**src/rtl/sr_flag_arbiter.sv**
```systemverilog
// Round-robin sequencer sharing one SR status flop among NREQ requesters: IDLE -> ISSUE (S/R pulse) -> CHECK (done/gnt/err).
// Optional SR_OWNER_LOCK_EN: a clear of a set flag is rejected unless it comes from the last successful setter.
module sr_flag_arbiter #(
  parameter int NREQ = 4,
  parameter int IDXW = 2
) (
  input  logic            clk,
  input  logic            rst,
  input  logic [NREQ-1:0] req,
  input  logic [NREQ-1:0] op,
  input  logic            q,
  output logic            S,
  output logic            R,
  output logic [NREQ-1:0] gnt,
  output logic            done,
  output logic            err,
  output logic            busy,
  output logic [IDXW-1:0] owner
);

  typedef enum logic [1:0] {
    ST_IDLE  = 2'd0,
    ST_ISSUE = 2'd1,
    ST_CHECK = 2'd2
  } state_e;

  state_e          state_q, state_d;
  logic [IDXW-1:0] rr_ptr_q, rr_ptr_d;
  logic [IDXW-1:0] win_idx_q, win_idx_d;
  logic [IDXW-1:0] owner_q, owner_d;
  logic            win_op_q, win_op_d;
  logic            rej_q, rej_d;
  logic            s_q, s_d, r_q, r_d;
  logic            done_q, done_d, busy_q, busy_d;
  logic [NREQ-1:0] gnt_q, gnt_d;

  logic            found;
  logic [IDXW-1:0] pick;
  logic [IDXW:0]   cand;
  logic            pick_rej;

  // Rotating priority scan starting at rr_ptr, wrapping modulo NREQ.
  always_comb begin
    found = 1'b0;
    pick  = '0;
    cand  = '0;
    for (int k = 0; k < NREQ; k++) begin
      cand = {1'b0, rr_ptr_q} + (IDXW+1)'(k);
      if (cand >= (IDXW+1)'(NREQ)) cand = cand - (IDXW+1)'(NREQ);
      if (!found && req[cand[IDXW-1:0]]) begin
        found = 1'b1;
        pick  = cand[IDXW-1:0];
      end
    end
  end

`ifdef SR_OWNER_LOCK_EN
  assign pick_rej = ~op[pick] & q & (pick != owner_q);
`else
  assign pick_rej = 1'b0;
`endif

  always_ff @(posedge clk or negedge rst) begin
    if (!rst) state_q <= ST_IDLE;
    else      state_q <= state_d;
  end

  always_comb begin
    state_d = state_q;
    unique case (state_q)
      ST_IDLE:  if (found) state_d = ST_ISSUE;
      ST_ISSUE: state_d = ST_CHECK;
      ST_CHECK: state_d = ST_IDLE;
      default:  state_d = ST_IDLE;
    endcase
  end

  always_comb begin
    win_idx_d = win_idx_q;
    win_op_d  = win_op_q;
    rej_d     = rej_q;
    rr_ptr_d  = rr_ptr_q;
    owner_d   = owner_q;
    s_d       = 1'b0;
    r_d       = 1'b0;
    gnt_d     = '0;
    done_d    = 1'b0;
    busy_d    = (state_d != ST_IDLE);
    case (state_q)
      ST_IDLE: begin
        if (found) begin
          win_idx_d = pick;
          win_op_d  = op[pick];
          rej_d     = pick_rej;
          s_d       = op[pick] & ~pick_rej;
          r_d       = ~op[pick] & ~pick_rej;
        end
      end
      ST_ISSUE: begin
        gnt_d[win_idx_q] = 1'b1;
        done_d           = 1'b1;
      end
      ST_CHECK: begin
        if (win_op_q & ~rej_q & q) owner_d = win_idx_q;
        rr_ptr_d = (win_idx_q == IDXW'(NREQ-1)) ? '0 : win_idx_q + IDXW'(1);
      end
      default: ;
    endcase
  end

  always_ff @(posedge clk or negedge rst) begin
    if (!rst) begin
      rr_ptr_q  <= '0;
      win_idx_q <= '0;
      win_op_q  <= 1'b0;
      rej_q     <= 1'b0;
      owner_q   <= '0;
      s_q       <= 1'b0;
      r_q       <= 1'b0;
      gnt_q     <= '0;
      done_q    <= 1'b0;
      busy_q    <= 1'b0;
    end else begin
      rr_ptr_q  <= rr_ptr_d;
      win_idx_q <= win_idx_d;
      win_op_q  <= win_op_d;
      rej_q     <= rej_d;
      owner_q   <= owner_d;
      s_q       <= s_d;
      r_q       <= r_d;
      gnt_q     <= gnt_d;
      done_q    <= done_d;
      busy_q    <= busy_d;
    end
  end

  assign S     = s_q;
  assign R     = r_q;
  assign gnt   = gnt_q;
  assign done  = done_q;
  assign busy  = busy_q;
  assign owner = owner_q;
  // The flop's Q only settles at the edge that opens CHECK, so err is qualified from live q.
  assign err   = done_q & (rej_q | (q != win_op_q));

endmodule
```
**config.mk**
```make
export PLATFORM = sky130hd
export DESIGN_NAME = sr_flag_arbiter
export DESIGN_NICKNAME = d
export VERILOG_FILES = /design/src/rtl/sr_flag_arbiter.sv
export SDC_FILE = /design/constraint.sdc
export NUM_CORES = 1
export LEC_CHECK = 0
export ABC_AREA = 1
export CORE_UTILIZATION = 47
export DETAILED_ROUTE_END_ITERATION = 10
export PLACE_DENSITY = 0.75
export SLEW_MARGIN = 10
export SYNTH_ARGS = -nofsm -noshare
export SYNTH_HDL_FRONTEND = slang
export SYNTH_SLANG_ARGS = --single-unit
```
**constraint.sdc**
```tcl
create_clock -name clk -period 1.85 [get_ports clk]
set_input_delay 0.555 -clock clk [delete_from_list [all_inputs] [get_ports clk]]
set_output_delay 0.555 -clock clk [all_outputs]
set_load 0.05 [all_outputs]
```
==> metrics.md <==
| Metric | Value |
|---|---|
| RSZ-0062 raised after global routing | `false` |
| Sequential Area | `~400 sq um` |
| Synth cell types | `19` |
| Worst-path cell chain | `clkdlybuf4s15_1, ha_1, nand2_1, inv_2, buf_12` |
| Fmax | `~560 MHz` |
| Violated checks | `design-rule violations` |
| Dpl hpwl | `approximately 1500 microns` |
| Warnings from Yosys | `0` |
| Proportion of synthesized chip area in sequential cells | `0.408` |
| Setup CP Type | `in -> out` |
| Pleak | `0.743 nW` |
| Nets | `about 180` |
| Met2 wire length | `~1100 microns` |
| Die width | `approximately 48 microns` |
| Non-filler cells, final | `~190` |
| Multi-input logic area | `542 sq um` |
| WP data arrival | `approximately 1.3 ns` |
| Min Hold Slack | `~0.5 ns` |
| DR iter-0 viols | `10` |
| Root Buffer | `clkbuf_4` |
| Final Setup Violations | `0` |
| Crit-path max cell delay | `between 0.2 and 0.3 ns` |
| Final instance area | `0.00135 sq mm` |
| Drt first pass iters | `7` |
| Core area | `0.00196 sq mm` |
| Inst Count DP | `180` |
| Most common cell after layout, fill and taps aside | `nand2_1` |
| CP Capture Type | `output pin` |
| Post-Syn Instances | `roughly 130` |
| Clock Tree Buf Depth | `2` |
| Worst-Skew Late Latency | `between 0.2 and 0.3 ns` |
| Congestion Overflow GR | `0` |
| Routed wire length | `roughly 1900 microns` |
| Tmin final | `between 1.5 and 2 ns` |
| CP max-delay cell | `ha_1` |
| Setup WS pre-CTS | `-0.281 ns` |
| First-pass GRT wire length | `between 2000 and 3000 microns` |
| Syn Area/Cell | `between 7 and 8 sq um` |
| MaxCap Viol Count | `0` |
| Pwr dens | `2040 mW/mm^2` |
| Worst setup margin | `0.0498 ns` |
| Top Metal Used | `met3` |
| Clock transition at path regs | `roughly 0.090 ns` |
| Number of global-route vias before repair | `about 700` |
| Setup TNS | `0 ns` |
| Post-Syn Area | `about 980 sq um` |
| Total power | `2.75 mW` |
| Most frequent cells in the layout | `nand2_1 (36), nand2_2 (16), dfrtp_1 (15), buf_4 (15), inv_1 (11)` |
| Remaining DRCs | `1` |
| CTS Buf Count | `3` |
| CTS tree | `yes` |
| Final period utilization | `0.973` |
| Chip height | `about 48 microns` |
| Wire per inst | `between 10 and 15 microns` |
| Clk_skew | `around 0.0015 ns` |
| #FFs+latches synth | `16` |
| Detail-routed via count per cell | `4.68` |
| Initial antenna violation count | `0` |
| Hold-fix buffers, CTS | `0` |
| WL met3 | `~44 microns` |
| Row count | `16` |
| Net count after synthesis | `144` |
| Slew HR | `0.855` |
| Status | `finished, violations left` |
| Startpoint Class | `input pin` |
| Fill count | `around 170` |
| Fraction of layout cells with a size suffix above 1 | `0.380` |
| Number of inserted diodes | `0` |
| Die footprint | `0.00228 sq mm` |
| Worst-Margin Slew | `around 0.22 ns` |
| Placer Congestion | `roughly 0.78` |
| Hold WC Path Type | `reg -> reg` |
| Synth-to-layout area growth | `37.6%` |
| Total GRT Usage | `0.188` |
| M1 WL | `~790 microns` |
| Pin count of the biggest net entering global routing | `17` |
| # IOs | `22` |
| Crit path required time | `approximately 1.3 ns` |
| H-tree levels | `1` |
| Hold Vio Cnt, Final | `0` |
| CP max FO | `1` |
| Peak supply drop | `1030 uV` |
| Fin. max-slew vios | `0` |
| Clock sinks | `16` |
| Port bufs | `21` |
| Initial Util | `0.501` |
| Dpl cell area | `between 0.001 and 0.0015 sq mm` |
| Vias | `between 800 and 900` |
| Antenna-violating nets left | `0` |
| Layout Utilization | `0.689` |
## critical path, delay by kind of cell
family | cells | cell delay (ns)
adder cells (fa/ha/maj) | 1 | 0.27
AND/OR/NAND/NOR | 1 | 0.05
buffers and inverters | 3 | 0.37
## path summary, 6_finish.rpt
path                       slack (ns)           to         from  cells after the start
max reg2reg                      0.18     win_op_q  rr_ptr_q[0]                     13
min in group asynchronous        0.58     owner[1]          rst                      2
min reg2reg                      0.50     win_op_q     win_op_q                      2
max in group asynchronous        1.08  rr_ptr_q[1]          rst                      2
min                              0.50     win_op_q     win_op_q                      2
max                              0.05          err            q                      5
## per-layer routing
metal  GRT usage  up-vias
met2       0.332       15
li1            -      460
met4      0.0500        0
met3      0.0340        0
met1       0.234      391
met5           0        -
## layout make-up
class	count	area share
inverter	20	0.0556
sequential	16	0.297
multi-input combinational	91	0.401
clock buffer	4	0.0269
timing repair buffer	27	0.194
tap	27	0.0250
## report_power, final
| group | switching (mW) | internal, mW | total (mW) |
|---|---|---|---|
| sequential | 0.104 | 0.501 | 0.605 |
| clock | 0.101 | 0.120 | 0.220 |
| combinational | 1.23 | 0.696 | 1.92 |
## Yosys cell counts, drive strengths merged
master | number | area share
a21oi | 2 | 0.014
buf | 1 | 0.011
dfrtp | 16 | 0.41
ha | 5 | 0.064
inv | 20 | 0.076
nand2 | 54 | 0.24
nand3 | 12 | 0.087
nand3b | 1 | 0.0076
nand4 | 1 | 0.0064
nor2 | 9 | 0.042
o21ai | 7 | 0.039
## sequential cells by signal, summed over array words and instances (netlist names)
signal / count
owner: 2
rr_ptr_q: 2
win_op_q: 1
state_q: 1
S: 1
gnt: 4
busy: 1
done: 1
R: 1
win_idx_q: 2
## cells by family (layout without fill, tap and decap cells)
family | Yosys count | count (layout) | share of synthesized area
AOI/OAI and AO/OA | 9 | 9 | 0.0535
adders and majority gates | 5 | 5 | 0.0637
buffers and inverters | 21 | 51 | 0.0879
DFF | 16 | 16 | 0.408
and+or+nand+nor | 77 | 77 | 0.387
## repair_timing
action	4_1_cts	5_1_grt
pin swaps	1	8
endpoints found under the setup margin	1	6
buffers inserted	0	1
resized for setup	3	20
No activity file was read; power rests on OpenSTA's default activity.
